`config.mk`:
```
export PLATFORM = sky130hd
export DESIGN_NAME = fg_prefetch_scheduler
export DESIGN_NICKNAME = d
export VERILOG_FILES = /design/src/rtl/fg_prefetch_scheduler.sv
export SDC_FILE = /design/constraint.sdc
export NUM_CORES = 1
export LEC_CHECK = 0
export ABC_AREA = 1
export CAP_MARGIN = 10
export CORE_ASPECT_RATIO = 1.75
export CORE_MARGIN = 4
export CORE_UTILIZATION = 63
export CTS_CLUSTER_SIZE = 20
export DETAILED_ROUTE_END_ITERATION = 8
export DONT_BUFFER_PORTS = 1
export PLACE_DENSITY = 0.77
export RECOVER_POWER = 25
export SLEW_MARGIN = 20
export SYNTH_ARGS = -nofsm -noshare
export SYNTH_HDL_FRONTEND = slang
export SYNTH_SLANG_ARGS = --single-unit
```
`constraint.sdc`:
```
create_clock -name gpu_clk -period 2.85 [get_ports gpu_clk]
set_clock_uncertainty 0.05 [all_clocks]
set_input_delay 0.285 -clock gpu_clk [delete_from_list [all_inputs] [get_ports gpu_clk]]
set_output_delay 0.285 -clock gpu_clk [all_outputs]
set_load 0.03 [all_outputs]
```
`src/rtl/fg_prefetch_scheduler.sv`:
```
// Turns per-scanline timing events into queued foreground prefetch requests and issues
// them one at a time, only while the foreground prefetch unit is idle.
module fg_prefetch_scheduler #(
  parameter int PREFETCH_SCANLINES = 1,
  parameter int VISIBLE_LINES      = 240,
  parameter int TOTAL_LINES        = 262,
  parameter int QUEUE_DEPTH        = 2
) (
  input  logic                               gpu_clk,
  input  logic                               rst,
  input  logic                               enable_i,
  input  logic                               line_start_i,
  input  logic [8:0]                         line_y_i,
  input  logic                               prefetch_busy_i,
  output logic                               prefetch_start_o,
  output logic [7:0]                         prefetch_y_o,
  output logic [$clog2(QUEUE_DEPTH+1)-1:0]   queue_level_o,
  output logic                               overrun_o,
  output logic [7:0]                         missed_count_o,
  input  logic                               clear_overrun_i
);

  localparam int PTR_W = $clog2(QUEUE_DEPTH);
  localparam int LVL_W = $clog2(QUEUE_DEPTH+1);

  typedef enum logic [1:0] {IDLE, GUARD, WAIT} state_t;

  state_t             state_reg;
  logic               start_reg;
  logic [7:0]         y_reg;
  logic [PTR_W-1:0]   rd_ptr_reg;
  logic [PTR_W-1:0]   wr_ptr_reg;
  logic [LVL_W-1:0]   level_reg;
  logic               overrun_reg;
  logic [7:0]         missed_reg;

  logic [9:0]         sum;
  logic [8:0]         target;
  logic               req_valid;
  logic               q_full;
  logic               q_empty;
  logic               pop;
  logic               push;
  logic               drop;
  logic [7:0]         slot_q [QUEUE_DEPTH];

  // Lookahead target wraps once per frame; lines past the visible area are never requested.
  assign sum       = {1'b0, line_y_i} + 10'(PREFETCH_SCANLINES);
  assign target    = (sum >= 10'(TOTAL_LINES)) ? 9'(sum - 10'(TOTAL_LINES)) : sum[8:0];
  assign req_valid = line_start_i && enable_i && (target < 9'(VISIBLE_LINES));

  assign q_full  = (level_reg == LVL_W'(QUEUE_DEPTH));
  assign q_empty = (level_reg == '0);
  assign pop     = (state_reg == IDLE) && !q_empty && !prefetch_busy_i && enable_i;
  // A pop in the same cycle frees the slot, so a full queue can still accept.
  assign push    = req_valid && (!q_full || pop);
  assign drop    = req_valid && q_full && !pop;

  for (genvar gi = 0; gi < QUEUE_DEPTH; gi++) begin : g_slot
    logic [7:0] slot_reg;
    always_ff @(posedge gpu_clk) begin
      if (push && (wr_ptr_reg == PTR_W'(gi))) begin
        slot_reg <= target[7:0];
      end
    end
    assign slot_q[gi] = slot_reg;
  end

  always_ff @(posedge gpu_clk) begin
    if (rst) begin
      state_reg   <= IDLE;
      start_reg   <= 1'b0;
      y_reg       <= '0;
      rd_ptr_reg  <= '0;
      wr_ptr_reg  <= '0;
      level_reg   <= '0;
      overrun_reg <= 1'b0;
      missed_reg  <= '0;
    end else begin
      start_reg <= 1'b0;
      case (state_reg)
        IDLE: begin
          if (pop) begin
            start_reg <= 1'b1;
            y_reg     <= slot_q[rd_ptr_reg];
            state_reg <= GUARD;
          end
        end
        // Foreground sees the start one cycle late, so busy is not yet meaningful here.
        GUARD:   state_reg <= WAIT;
        WAIT:    if (!prefetch_busy_i) state_reg <= IDLE;
        default: state_reg <= IDLE;
      endcase

      if (!enable_i) begin
        rd_ptr_reg <= '0;
        wr_ptr_reg <= '0;
        level_reg  <= '0;
      end else begin
        if (pop)  rd_ptr_reg <= rd_ptr_reg + 1'b1;
        if (push) wr_ptr_reg <= wr_ptr_reg + 1'b1;
        if (push && !pop)      level_reg <= level_reg + 1'b1;
        else if (pop && !push) level_reg <= level_reg - 1'b1;
      end

      if (drop) begin
        overrun_reg <= 1'b1;
        if (clear_overrun_i)         missed_reg <= 8'd1;
        else if (missed_reg != 8'hFF) missed_reg <= missed_reg + 8'd1;
      end else if (clear_overrun_i) begin
        overrun_reg <= 1'b0;
        missed_reg  <= '0;
      end
    end
  end

  assign prefetch_start_o = start_reg;
  assign prefetch_y_o     = y_reg;
  assign queue_level_o    = level_reg;
  assign overrun_o        = overrun_reg;
  assign missed_count_o   = missed_reg;

endmodule

```
==> impl_results.md <==
- Final Setup Violations: 0
- Run status: finished, final reports clean
- RSZ-0062 raised after global routing: false
- Top cells by area, synth: dfxtp_1 (21%), edfxtp_1 (21%), nand2_1 (9.5%)
- Grt ovf: 0
- Final hold vios: 0
- Initial antenna violation count: 0
- Tightest Pin Transition: 0.4973 ns
- PostCTS Resize Cnt: 0
- Clock Latency Late Sink: 0.29 ns
- CP delay by family, top: simple AND/OR/NAND/NOR gates
- Vias in the first global route: 1719
- Initial drt markers: 5
- Starting Density: 66.76%
- Root buffer cell: clkbuf_8
- P_int: 896.9 µW
- # H-tree levels: 2
- # DRC: 0
- Top cell types by occurrence after synthesis: nand2_1 (58), inv_1 (32), dfxtp_1 (24)
- Area growth syn-to-layout: 8.024%
- Die Span Y: 87.80 µm
- Clock Power Share: 34.7%
- Dpl ws: 0.05455 ns
- Post-Syn Nets: 294
- Worst hold path type: primary input to flip-flop
- CTS buffer count: 5
- Fin worst setup slack: 0.3890 ns
- Ys async rst share: 0%
- Reg2Reg Depth: 9
- Clock Path Buffers: 2
- Hold_ws: 0.04996 ns
- Area leader, netlist: dfxtp_1
- Reg2Reg Launch Point: queue_level_o[1]
- Max-cap viol count: 0
- Die width: 53.60 µm
- Fin. max-slew vios: 0
- Ys Warns: 0
- I/O pin count: 35
- Critical Path AT: 2.65 ns
- Count of cell types in the netlist: 34
- Power, Total: 1.214 mW
- Wire length per cell: 12.53 µm
- Worst-path clk slew: 0.08 ns
- Relative slew slack: 66.84%
- Row count: 28
- Placed cells: 320
- F_max: 0.4063 GHz
- Switching share of total power: 26.15%
- Share of cells above drive strength 1: 18.31%
- Most frequent cell after synthesis: nand2_1
- First-pass GRT wire length: 7314 µm
- Post-CTS Setup Bufs: 0
- Slowest CP cell: ha_1
- Synthesized cell area: 2292 µm²
- Drt first pass iters: 4
- CTS tree: built
- Die area: 4705 µm²
- Gp weighted congestion: 0.8289
- Register area share after synthesis: 41.92%
- Core area: 3433 µm²
- Pwr Density: 490.4 nW/µm²
- Vias: 1764
- Max reg flops: 16
- Crit path required time: 3.04 ns
- IO buf count: 0
- Final HPWL DP: 3280 µm
- Post-Syn Instances: 274
- HP Start: rst
- Crit share post-route: 86.35%
- Number of synthesized flops with an enable pin: 16
- RR Endpoint: queue_level_o[1]
- Critical path class: primary input to flip-flop
- Post-Route WL: 4123 µm
- Non-Filler Instances: 329
- Antenna Cells: 0
- Combinational power share: 12.9%
- Largest net degree at the start of global routing: 19
- Worst setup EP type: flip-flop
- Net Switching: 317.5 µW
- Hold path endpoint: overrun_o
- CP max FO: 7
- Vias/cell: 5.362
- Top_reg_cell synth: dfxtp_1
- Seq cells post-synth: 40
- Share of the synthesized area in the top cell type: 20.96%
- Reg2reg setup slack: 0.78 ns
- Nets: 303
- CP cell instances: ha_1 -> nand3_1 -> nand2_1 -> nand2_1 -> nand3_2 -> nor2_4 -> nand2_4 -> nand2_8 -> nand3_4 -> nand2_2 -> nand2_4 -> nor2_4 -> nand2_4 -> nand2_1 -> nor2_2 -> ha_1 -> a21oi_1 -> o21ai_0 -> xor2_1 -> nor2_1
- Hold path cells: 1
- GRT Overall Usage: 20.91%
- Final min period: 2.461 ns
- Remaining antenna violation count: 0
- CP Buf/Inv Count: 0
- CP Launch Type: primary input
- Leak: 1.050 nW
- Synthesized area per cell: 8.366 µm²
- TNS Setup: 0 ns
- Largest stage delay, worst path: 0.29 ns
- Seq pwr share: 52.5%
- CTS sink count: 40
- VDD IR-drop max: 0.3327 mV
cell type report:
cell class                      instances  area (µm²)
Tap cell                               45       56.30
Multi-Input combinational cell        195        1185
Fill cell                             296       957.2
Timing Repair Buffer                    5       36.28
Clock inverter                          1       5.005
Sequential cell                        40       960.9
Clock buffer                            7       97.59
Inverter                               36       135.1
how the worst max path moves through the flow:
stage / start / endpoint / depth (start not counted)
2_1_floorplan: line_y_i[0] / queue_level_o[1] / 20
6_report: line_y_i[0] / queue_level_o[1] / 20
5_1_grt: line_y_i[0] / queue_level_o[1] / 20
3_3_place_gp: line_y_i[0] / queue_level_o[1] / 20
3_5_place_dp: line_y_i[0] / queue_level_o[1] / 20
4_1_cts: line_y_i[0] / queue_level_o[1] / 20
cell families (layout without fill, tap and decap cells):
family,Yosys count,in the layout,share of synthesized area [%]
AO/OA/AOI/OAI,37,37,9.662
XOR/XNOR,10,10,3.821
adder cells (fa/ha/maj),5,5,2.729
buffers and inverters,39,49,6.386
flip-flops,40,40,41.92
AND/OR/NAND/NOR,143,143,35.48
power groups by stage:
stage                     Combinational, mW  Sequential (mW)  Clock, mW
after global routing                  0.177            0.639      0.460
after global placement                0.152            0.650          0
after floorplan                       0.130            0.650          0
after CTS                             0.159            0.637      0.430
final                                 0.156            0.637      0.421
after detailed placement              0.156            0.651          0
per-stage QoR:
step                util (%)  area (µm²)
detailed placement     68.95        2367
finish                 72.12        2476
global route           72.12        2476
global placement       68.95        2367
CTS                    72.23        2480
floorplan                  -        2292
cells in the final DEF (no fill, tap or decap), types with 5 or more instances in the layout:
| cell | instances |
|---|---|
| edfxtp_1 | 16 |
| ha_1 | 5 |
| nor2_1 | 21 |
| clkbuf_8 | 5 |
| xor2_1 | 8 |
| nand4_1 | 10 |
| nand2_2 | 12 |
| nand3_1 | 12 |
| o21ai_0 | 11 |
| inv_1 | 32 |
| nand2_1 | 58 |
| a21oi_1 | 10 |
| nand2_4 | 7 |
| nor2_4 | 5 |
| a31oi_1 | 9 |
| dfxtp_1 | 24 |
what timing repair did:
action | in CTS | in global routing
hold buffers | 1 | 0
endpoints found under the hold margin | 8 | 0
endpoints found under the setup margin | 0 | 0
metal layers:
layer | track usage [%] | up-vias | part of all wire (%)
met5 | 0 | - | 0
met4 | 9.767 | 0 | 2.2
met3 | 4.770 | 5 | 4.8
met2 | 38.66 | 31 | 54
met1 | 21.06 | 805 | 39
li1 | - | 923 | -
(Power assumes the default switching activity.)
